--- config.mk ---
export PLATFORM = sky130hd
export DESIGN_NAME = mem_arbiter
export DESIGN_NICKNAME = d
export VERILOG_FILES = /design/src/rtl/mem_arbiter.sv
export SDC_FILE = /design/constraint.sdc
export NUM_CORES = 1
export LEC_CHECK = 0
export BUFFER_PORTS_ARGS = -buffer_cell sky130_fd_sc_hd__buf_2
export CORE_MARGIN = 2
export CORE_UTILIZATION = 51
export DETAILED_ROUTE_END_ITERATION = 10
export HOLD_SLACK_MARGIN = 0.03
export PLACE_DENSITY = 0.86
export RECOVER_POWER = 25
export SETUP_SLACK_MARGIN = 0.4
export SYNTH_ARGS = -nofsm -noshare
export SYNTH_HDL_FRONTEND = slang
export SYNTH_SLANG_ARGS = --single-unit
--- constraint.sdc ---
create_clock -name clk -period 8.9 [get_ports clk]
set_input_delay 0.89 -clock clk [delete_from_list [all_inputs] [get_ports clk]]
set_output_delay 0.89 -clock clk [all_outputs]
set_load 0.005 [all_outputs]
--- src/rtl/mem_arbiter.sv ---
// Round-robin arbiter sharing one single-port memory between the CPU and
// an auxiliary (loader/debug) requester, one fixed-latency access at a time.
module mem_arbiter #(
    parameter int AW     = 8,
    parameter int DW     = 32,
    parameter int RD_LAT = 1
) (
    input  logic          clk,
    input  logic          reset,
    input  logic          cpu_req,
    input  logic          cpu_we,
    input  logic [AW-1:0] cpu_addr,
    input  logic [DW-1:0] cpu_wdata,
    output logic          cpu_gnt,
    output logic          cpu_done,
    output logic [DW-1:0] cpu_rdata,
    input  logic          aux_req,
    input  logic          aux_we,
    input  logic [AW-1:0] aux_addr,
    input  logic [DW-1:0] aux_wdata,
    output logic          aux_gnt,
    output logic          aux_done,
    output logic [DW-1:0] aux_rdata,
    output logic          mem_en,
    output logic          mem_we,
    output logic [AW-1:0] mem_addr,
    output logic [DW-1:0] mem_wdata,
    input  logic [DW-1:0] mem_rdata
);

    typedef enum logic [1:0] {
        S_IDLE,
        S_ISSUE,
        S_WAIT,
        S_DONE
    } state_t;

    localparam logic       OWN_CPU = 1'b0;
    localparam logic       OWN_AUX = 1'b1;
    localparam logic [1:0] LAT_M1  = 2'(RD_LAT - 1);

    state_t        r_state;
    state_t        w_next;
    logic          r_owner;
    logic          r_last;
    logic [1:0]    r_cnt;
    logic          r_we;
    logic [AW-1:0] r_addr;
    logic [DW-1:0] r_wdata;
    logic [DW-1:0] r_cpu_rdata;
    logic [DW-1:0] r_aux_rdata;

    logic w_any;
    logic w_pick_aux;

    assign w_any = cpu_req | aux_req;
    // On a tie the port that was not granted last wins.
    assign w_pick_aux = aux_req & (~cpu_req | (r_last == OWN_CPU));

    always_ff @(posedge clk or posedge reset) begin
        if (reset) begin
            r_state <= S_IDLE;
        end else begin
            r_state <= w_next;
        end
    end

    always_comb begin
        w_next = r_state;
        unique case (r_state)
            S_IDLE:  if (w_any) w_next = S_ISSUE;
            S_ISSUE: w_next = S_WAIT;
            S_WAIT:  if (r_cnt == 2'd0) w_next = S_DONE;
            S_DONE:  w_next = S_IDLE;
            default: w_next = S_IDLE;
        endcase
    end

    always_comb begin
        cpu_gnt   = 1'b0;
        aux_gnt   = 1'b0;
        cpu_done  = 1'b0;
        aux_done  = 1'b0;
        mem_en    = 1'b0;
        mem_we    = 1'b0;
        mem_addr  = '0;
        mem_wdata = '0;
        unique case (r_state)
            S_ISSUE: begin
                mem_en    = 1'b1;
                mem_we    = r_we;
                mem_addr  = r_addr;
                mem_wdata = r_wdata;
                cpu_gnt   = (r_owner == OWN_CPU);
                aux_gnt   = (r_owner == OWN_AUX);
            end
            S_DONE: begin
                cpu_done = (r_owner == OWN_CPU);
                aux_done = (r_owner == OWN_AUX);
            end
            default: ;
        endcase
    end

    always_ff @(posedge clk or posedge reset) begin
        if (reset) begin
            r_owner     <= OWN_CPU;
            r_last      <= OWN_AUX;
            r_cnt       <= 2'd0;
            r_we        <= 1'b0;
            r_addr      <= '0;
            r_wdata     <= '0;
            r_cpu_rdata <= '0;
            r_aux_rdata <= '0;
        end else begin
            unique case (r_state)
                S_IDLE: begin
                    if (w_any) begin
                        r_owner <= w_pick_aux;
                        r_we    <= w_pick_aux ? aux_we    : cpu_we;
                        r_addr  <= w_pick_aux ? aux_addr  : cpu_addr;
                        r_wdata <= w_pick_aux ? aux_wdata : cpu_wdata;
                    end
                end
                S_ISSUE: begin
                    r_last <= r_owner;
                    r_cnt  <= LAT_M1;
                end
                S_WAIT: begin
                    if (r_cnt != 2'd0) begin
                        r_cnt <= r_cnt - 2'd1;
                    end else if (!r_we) begin
                        if (r_owner == OWN_AUX) r_aux_rdata <= mem_rdata;
                        else                    r_cpu_rdata <= mem_rdata;
                    end
                end
                default: ;
            endcase
        end
    end

    assign cpu_rdata = r_cpu_rdata;
    assign aux_rdata = r_aux_rdata;

endmodule
== Yosys cells after proc, flatten, opt, wreduce, memory -nomap -nowiden ==
Cells that the tools add are included.
Cells by class
  add/subtract/negate cells: 1
  eq/ne operators: 6
  multiplexer cells: 16
  bitwise gates (word level): 8
  reduce and logical (&&, ||, !) cells: 9
Operators with widths (number)
  $mux W32: 2
  $mux W8: 2
  $pmux W2 S4: 1
  $reduce_and A4 Y1: 2
  $mux W1: 7
  $mux W2: 3
  $ne A2 B2 Y1 const B: 3
  $reduce_and A2 Y1: 3
  $not A1 Y1: 5
  $eq A2 B2 Y1 const B: 2
  $logic_not A2 Y1: 2
  $pmux W2 S2: 1
  $reduce_bool A2 Y1: 2
  $eq A2 B1 Y1 const B: 1
  $or A1 B1 Y1: 2
  $sub A2 B1 Y2 const B: 1
  $and A1 B1 Y1: 1
Storage, ports and cells
  register bits after elaboration: 111
  input port bits: 118
  output and inout port bits: 110
  logic and storage cells: 49

== Depth between registers and ports, before layout ==
Gate-level depths: netlist of run 1.
  word-level depth: 4
  mapped depth: 6

== Least setup slack after synthesis of run 1 ==
No wires, ideal clock.
  path kind: register -> output
  start point: register r_state[1]
  end point: output port mem_wdata[0]
  data arrival time: 1.127 ns
  required time: 8.010 ns
  path slack: 6.883 ns
  stages on the path, launching flop included: 5
  buffers on the path: 1
  cell sequence: dfrtp_1 > inv_1 > ha_1 > clkbuf_1 > and2_1
Between the ends
  longest elaborated chain between the ends: 2
RTL lines
  start, declared: RTL line 42  | state_t r_state;
  start signal, assigned: RTL line 64  | r_state <= w_next;
  $eq A2 B1 Y1: RTL line 88  | unique case (r_state)
  $mux W32: RTL line 88
  end, declared: RTL line 27  | output logic [DW-1:0] mem_wdata,
Every way passes these cells.

== Worst setup path in the final report of run 1 ==
  start point: register r_state[1]
  end point: output port mem_we
Between the ends
  longest elaborated chain between the ends: 2
RTL lines
  $eq A2 B1 Y1: RTL line 88
  $mux W1: RTL line 88
  end, declared: RTL line 25  | output logic mem_we,
Every way passes these cells.

==> results of run 1 <==
## placed cells by master (no fill, tap or decap), types with 2 or more instances in the layout
cell / Yosys / routed
nand2_1: 43 / 43
mux2_4: 30 / 30
nor2b_1: 2 / 2
inv_1: 6 / 5
inv_6: 0 / 2
mux2_1: 2 / 3
mux2i_1: 2 / 2
clkbuf_1: 9 / 13
clkbuf_8: 0 / 10
mux2_2: 35 / 34
dfrtp_1: 110 / 110
nor2_1: 41 / 41
and2_1: 43 / 43
a21oi_1: 83 / 83
buf_2: 10 / 214
ha_1: 8 / 8
clkinv_4: 0 / 2
buf_4: 0 / 3
## worst register-to-register path: cells and delay by family, from the launching register on
kind                     cells  cell delay [ps]
AND/OR/NAND/NOR              1              670
buffers and inverters        1              150
flip-flops                   1              450
adder cells (fa/ha/maj)      1              280
multiplexers                 1              580
## cells by family (layout without fill, tap and decap cells)
group | count (synthesis) | in the layout | synth area share, %
mux | 69 | 69 | 17.52
buf+inv | 32 | 252 | 3.509
fa+ha+maj | 8 | 8 | 1.977
simple gates | 133 | 133 | 12.85
flops | 111 | 111 | 54.89
compound gates | 89 | 89 | 9.244
## synth_stat cells, drive strengths merged
cell,number
mux2,67
a21boi,1
dfstp,1
buf,17
mux2i,2
a21bo,1
nand2b,1
a22o,1
dfrtp,110
o32a,1
nor3b,1
nor2,41
nand4b,1
nor3,1
a21oi,83
ha,8
inv,6
nand2,43
clkbuf,9
o21a,1
and2,43
o21ai,1
nor2b,2
## routing by layer
layer,track usage (%),part of all wire [%]
met1,29.11,42
met4,8.108,2.1
met5,0,0
met2,38.84,50
met3,3.713,6.0
## where the power goes
part | switching, mW | internal [mW]
logic | 0.441 | 0.506
clock network | 0.177 | 0.117
registers | 0.154 | 0.762
## layout make-up
class	count	area (um2)	share of cell area, %
sequential	111	2779	43.18
multi-input combinational	299	2125	33.01
clock buffer	10	137.6	2.138
clock inverter	6	62.56	0.9720
timing repair buffer	230	1142	17.75
inverter	6	23.77	0.3694
tap	133	166.4	2.586
## registers in the layout, summed over array words and instances, names as in the netlist
name / cells
r_owner: 1
cpu_rdata: 32
r_addr: 8
r_cnt: 2
r_wdata: 32
r_state: 2
r_we: 1
aux_rdata: 32
r_last: 1
## stage by stage
step	total power [mW]	util [%]	setup slack [ps]	hold WS (ps)
final	2.158	66.46	5690	503.5
after global routing	2.317	66.46	5438	527.9
after CTS	2.185	66.64	5650	501.9
after detailed placement	1.890	64.57	6046	475.6
after global placement	1.830	64.57	6230	464.9
after floorplan	1.488	-	5081	482.8
## how the worst max path moves through the flow
stage          startpoint  cells past startpoint       endpoint  slack, ps
6_report       r_state[1]                      4         mem_we       5690
5_1_grt        r_state[1]                      4         mem_we       5440
4_1_cts        r_state[1]                      4         mem_we       5650
3_5_place_dp   r_state[1]                      4         mem_we       6050
3_3_place_gp   r_state[1]                      4  mem_wdata[30]       6230
2_1_floorplan       reset                      1   aux_rdata[0]       5080
==> results.md, run 1 <==
- Status: finished with violations
- Violated checks: max-capacitance violations, max-slew violations
- Reg2Reg Depth: 4
- Drt first pass iters: 5
- CTS sink cnt: 111
- Synthesis warning total: 0
- Top cell type's share of synthesized area: 54.37%
- Worst Path Class, Setup: reg -> out
- Final max-slew violation count: 52
- Cell Count, Final, Fillers Out: roughly 800
- Max-Cap Viols: 1
- Area after DPL: 6254 um2
- Remaining Overflow, GRT: 0
- HP Class: reg -> reg
- Syn Nets: 568
- Worst reg2reg path startpoint: r_state[0]
- CP Launch Type: flop
- Die span in x: about 100 um
- H-tree level count: 3
- Largest cells by area after synthesis: dfrtp_1, mux2_4, a21oi_1
- Hold Crit Start: cpu_rdata[26]
- Core Area: 9684 um2
- Post-route antenna net violation count: 0
- Highest Clock Rate: 0.3115 GHz
- Final min period: roughly 3200 ps
- R2r endpoint: aux_rdata[21]
- Inserted Clock Buffers: 9
- Final nets: 783
- N_diodes: 0
- Die area: approximately 11000 um2
- WL final: ~12 mm
- Ports: between 200 and 250
- Die Y-Extent: 103.6 um
- Max IR drop VDD: 142.3 uV
- Number of fill cells: about 730
- PortBufs: 227
- Setup bufs post-CTS: 0
- Worst setup EP type: output pin
- WP data arrival: 2320 ps
- Initial antenna violation count: 0
- Mapped Area: just over 5000 um2
- Setup_tns: 0 ps
- Vias: 4086
- First-pass GRT wire length: between 15 and 20 mm
- Critical Path Max Stage Delay: 980 ps
- Detailed Place HPWL: 9.085 mm
- Flops & latches, synth: about 110
- Placer Congestion: 0.8057
- Slowest cell on the critical path: ha_1
- Leading area contributor after synthesis: dfrtp_1
- WL per Instance: 15.53 um
- Skew final: about 14 ps
- CTS Buffer Depth: 2
- RSZ-0062 raised after global routing: false
- Worst slew margin: -41.70%
- Area growth from synthesis to layout: 27.14%
- Post-route design area: 6436 um2
- Cell family with most CP delay: adder cells
- Clock Latency Late Sink: 360 ps
- Cells after synthesis: 442
- Hold path depth: 1
- Initial DRC count: 170
- Drc violations: 0
- Leak Pwr: 3.356 nW
- Post_cts resized: 0
- Syn Area/Cell: 11.45 um2
- Hold_buf cts: 0
- Final setup viols: 0
- Worst Path Max Fanout: 44
- CP bufs+invs: 2
- TritonCTS clock tree: yes
- WHS Endpoint: cpu_rdata[26]
- Worst-Margin Slew: 2114 ps
- Placed cell count: 779
- Final Hold Fails: 0
- PwrDens: 335.3 nW/um2
- Initial Utilization: 52.27%
- Clock slew at reported path FFs: 110 ps
- R2R Setup Slk: 6660 ps
- Vias in the first global route: 4119
- Critical Path RT: 8010 ps
- Rows: 36
- Share of cells above drive strength 1: approximately 46%
- Period Utilization, post-route: 36.07%
- Largest net degree at the start of global routing: 62
- Crit-path cells: inv_1 -> ha_1 -> and2_1 -> buf_2
- Seq/Total Area, Yosys: between 50 and 60%
- Tot GR Track Use: 22.62%
- Post-synth cell types: 27
- CTS Root Cell: clkbuf_8
- Via/cell ratio: just over 5
Note: power is estimated with default switching activity, not from simulation.
==> run 2: changes to the inputs <==
CORE_UTILIZATION = 47   (was 51)
PLACE_DENSITY = 0.8   (was 0.86)
clock period = 3.3 ns   (was 8.9 ns; I/O delays follow)
==> results.md, run 2 (synthesis gave the netlist of run 1 again) <==
- Worst Path Max Fanout: 28
- Final setup viols: 0
- Post_cts resized: 0
- Initial antenna violation count: 0
- Pre-CTS setup slack: 1094 ps
- Commonest non-fill, non-tap cells in the layout: buf_2, dfrtp_1, a21oi_1
- Vias in the first global route: 4159
- Remaining Overflow, GRT: 0
- WL final: about 13 mm
- Rows: 37
- Placed cell count: slightly below 800
- Share of cells above drive strength 1: around 48%
- CTS Root Cell: clkbuf_8
- Status: finished with violations
- Crit path launch: r_state[1]
- Clock Latency Late Sink: 370 ps
- RSZ-0062 raised after global routing: false
- Fin worst setup slack: 903.2 ps
- Die area: 11620 um2
- Tot GR Track Use: between 20% and 30%
- Largest net degree at the start of global routing: 67
- Highest Clock Rate: 0.4172 GHz
- Die span in x: 107.8 um
- Skew final: between 15 and 20 ps
- Post-route design area: between 6000 and 7000 um2
- Post-route antenna net violation count: 0
- Detailed Place HPWL: 9.353 mm
- Area growth from synthesis to layout: 28.84%
- Drt first pass iters: 4
- Inserted Clock Buffers: 9
- R2R Setup Slk: around 1100 ps
- Most common cell after layout, fill and taps aside: buf_2
- Final nets: 787
- WP data arrival: 2070 ps
- Worst slew margin: -6.161%
- Setup bufs post-CTS: 0
- Hold_buf cts: 1
- Max IR drop VDD: 388.1 uV
- Worst Path Class, Setup: reg -> out
- TritonCTS clock tree: yes
- First-pass GRT wire length: 20.15 mm
- Area after DPL: 6306 um2
- Violated checks: max-capacitance violations, max-slew violations
- Worst-Margin Slew: 1592 ps
- Placer Congestion: around 0.76
- Final max-slew violation count: 67
- CTS sink cnt: 111
- Critical Path RT: between 2000 and 3000 ps
- PwrDens: 916.1 nW/um2
- Drc violations: 0
- PortBufs: 227
- Die Y-Extent: 107.8 um
- H-tree level count: 3
- Critical Path End: mem_we
- R2r endpoint: aux_rdata[24]
- WL per Instance: around 16 um
- Setup_tns: 0 ps
- Reg2Reg Depth: 4
- Leak Pwr: 3.423 nW
- Cell Count, Final, Fillers Out: 802
- CP Launch Type: flop
- N_diodes: 0
- Initial DRC count: roughly 240
- Initial Utilization: 48.82%
- Vias: a little over 4000
- Clock slew at reported path FFs: 120 ps
- Core Area: ~10000 um2
- Worst setup EP type: output pin
- Final min period: between 2000 and 2500 ps
- Ports: about 230
- CTS Buffer Depth: 2
- Final Hold Fails: 0
- HP Class: in -> reg
- Period Utilization, post-route: 72.63%
- Via/cell ratio: slightly above 5
- Max-Cap Viols: 1
- Worst reg2reg path startpoint: r_state[0]
## run 2: cell types whose count changed in the layout (fill, tap and decap cells not counted), moves of 2 or more
cell,change
bufinv_16,+2
clkinv_4,-2
buf_2,+12
clkbuf_1,-12
## run 2: per-layer routing
metal / share of wire (%) / GRT usage [%]
met5: 0 / 0
met4: 1.3 / 6.777
met2: 48 / 36.30
met3: 9.0 / 5.569
met1: 42 / 28.36
## run 2: layout make-up
type                       instances  area (um2)
tap                              136       170.2
clock buffer                       9       123.9
sequential                       111        2779
timing repair buffer             234        1200
clock inverter                     7       101.3
multi-input combinational        299        2125
inverter                           6       23.77
fill                             820        3847
## run 2: power breakdown
group | switching (mW) | internal, mW | leakage [nW] | total [mW]
registers | 0.419 | 2.05 | 1.29 | 2.47
logic | 1.18 | 1.40 | 2.02 | 2.58
clock network | 0.485 | 0.438 | 0.112 | 0.922
total | 2.09 | 3.89 | 3.42 | 5.98
## run 2: worst min-delay path by stage
stage / startpoint / end / slack (ps) / depth (start not counted)
global route: cpu_wdata[14] / r_wdata[14] / 170 / 3
finish: cpu_addr[1] / r_addr[1] / 170 / 3
detailed placement: reset / cpu_rdata[29] / 280 / 2
floorplan: cpu_addr[0] / r_addr[0] / 460 / 2
global placement: reset / cpu_rdata[26] / 270 / 2
CTS: cpu_wdata[25] / r_wdata[25] / 150 / 3
## run 2: worst max-delay path, cell delays in order, from the launching register on
cell and delay, ps:
dfrtp_1 450, inv_1 160, ha_1 460, buf_4 340
and2_1 180, buf_2 120
## run 2: stage by stage
stage	hold slack, ps	utilization, %	power [mW]
final	169.2	62.90	5.975
after detailed placement	284.3	60.81	5.100
after global placement	274.4	60.81	4.966
after global routing	166.2	62.90	6.429
after floorplan	458.9	-	4.013
after CTS	151.3	63.08	6.037
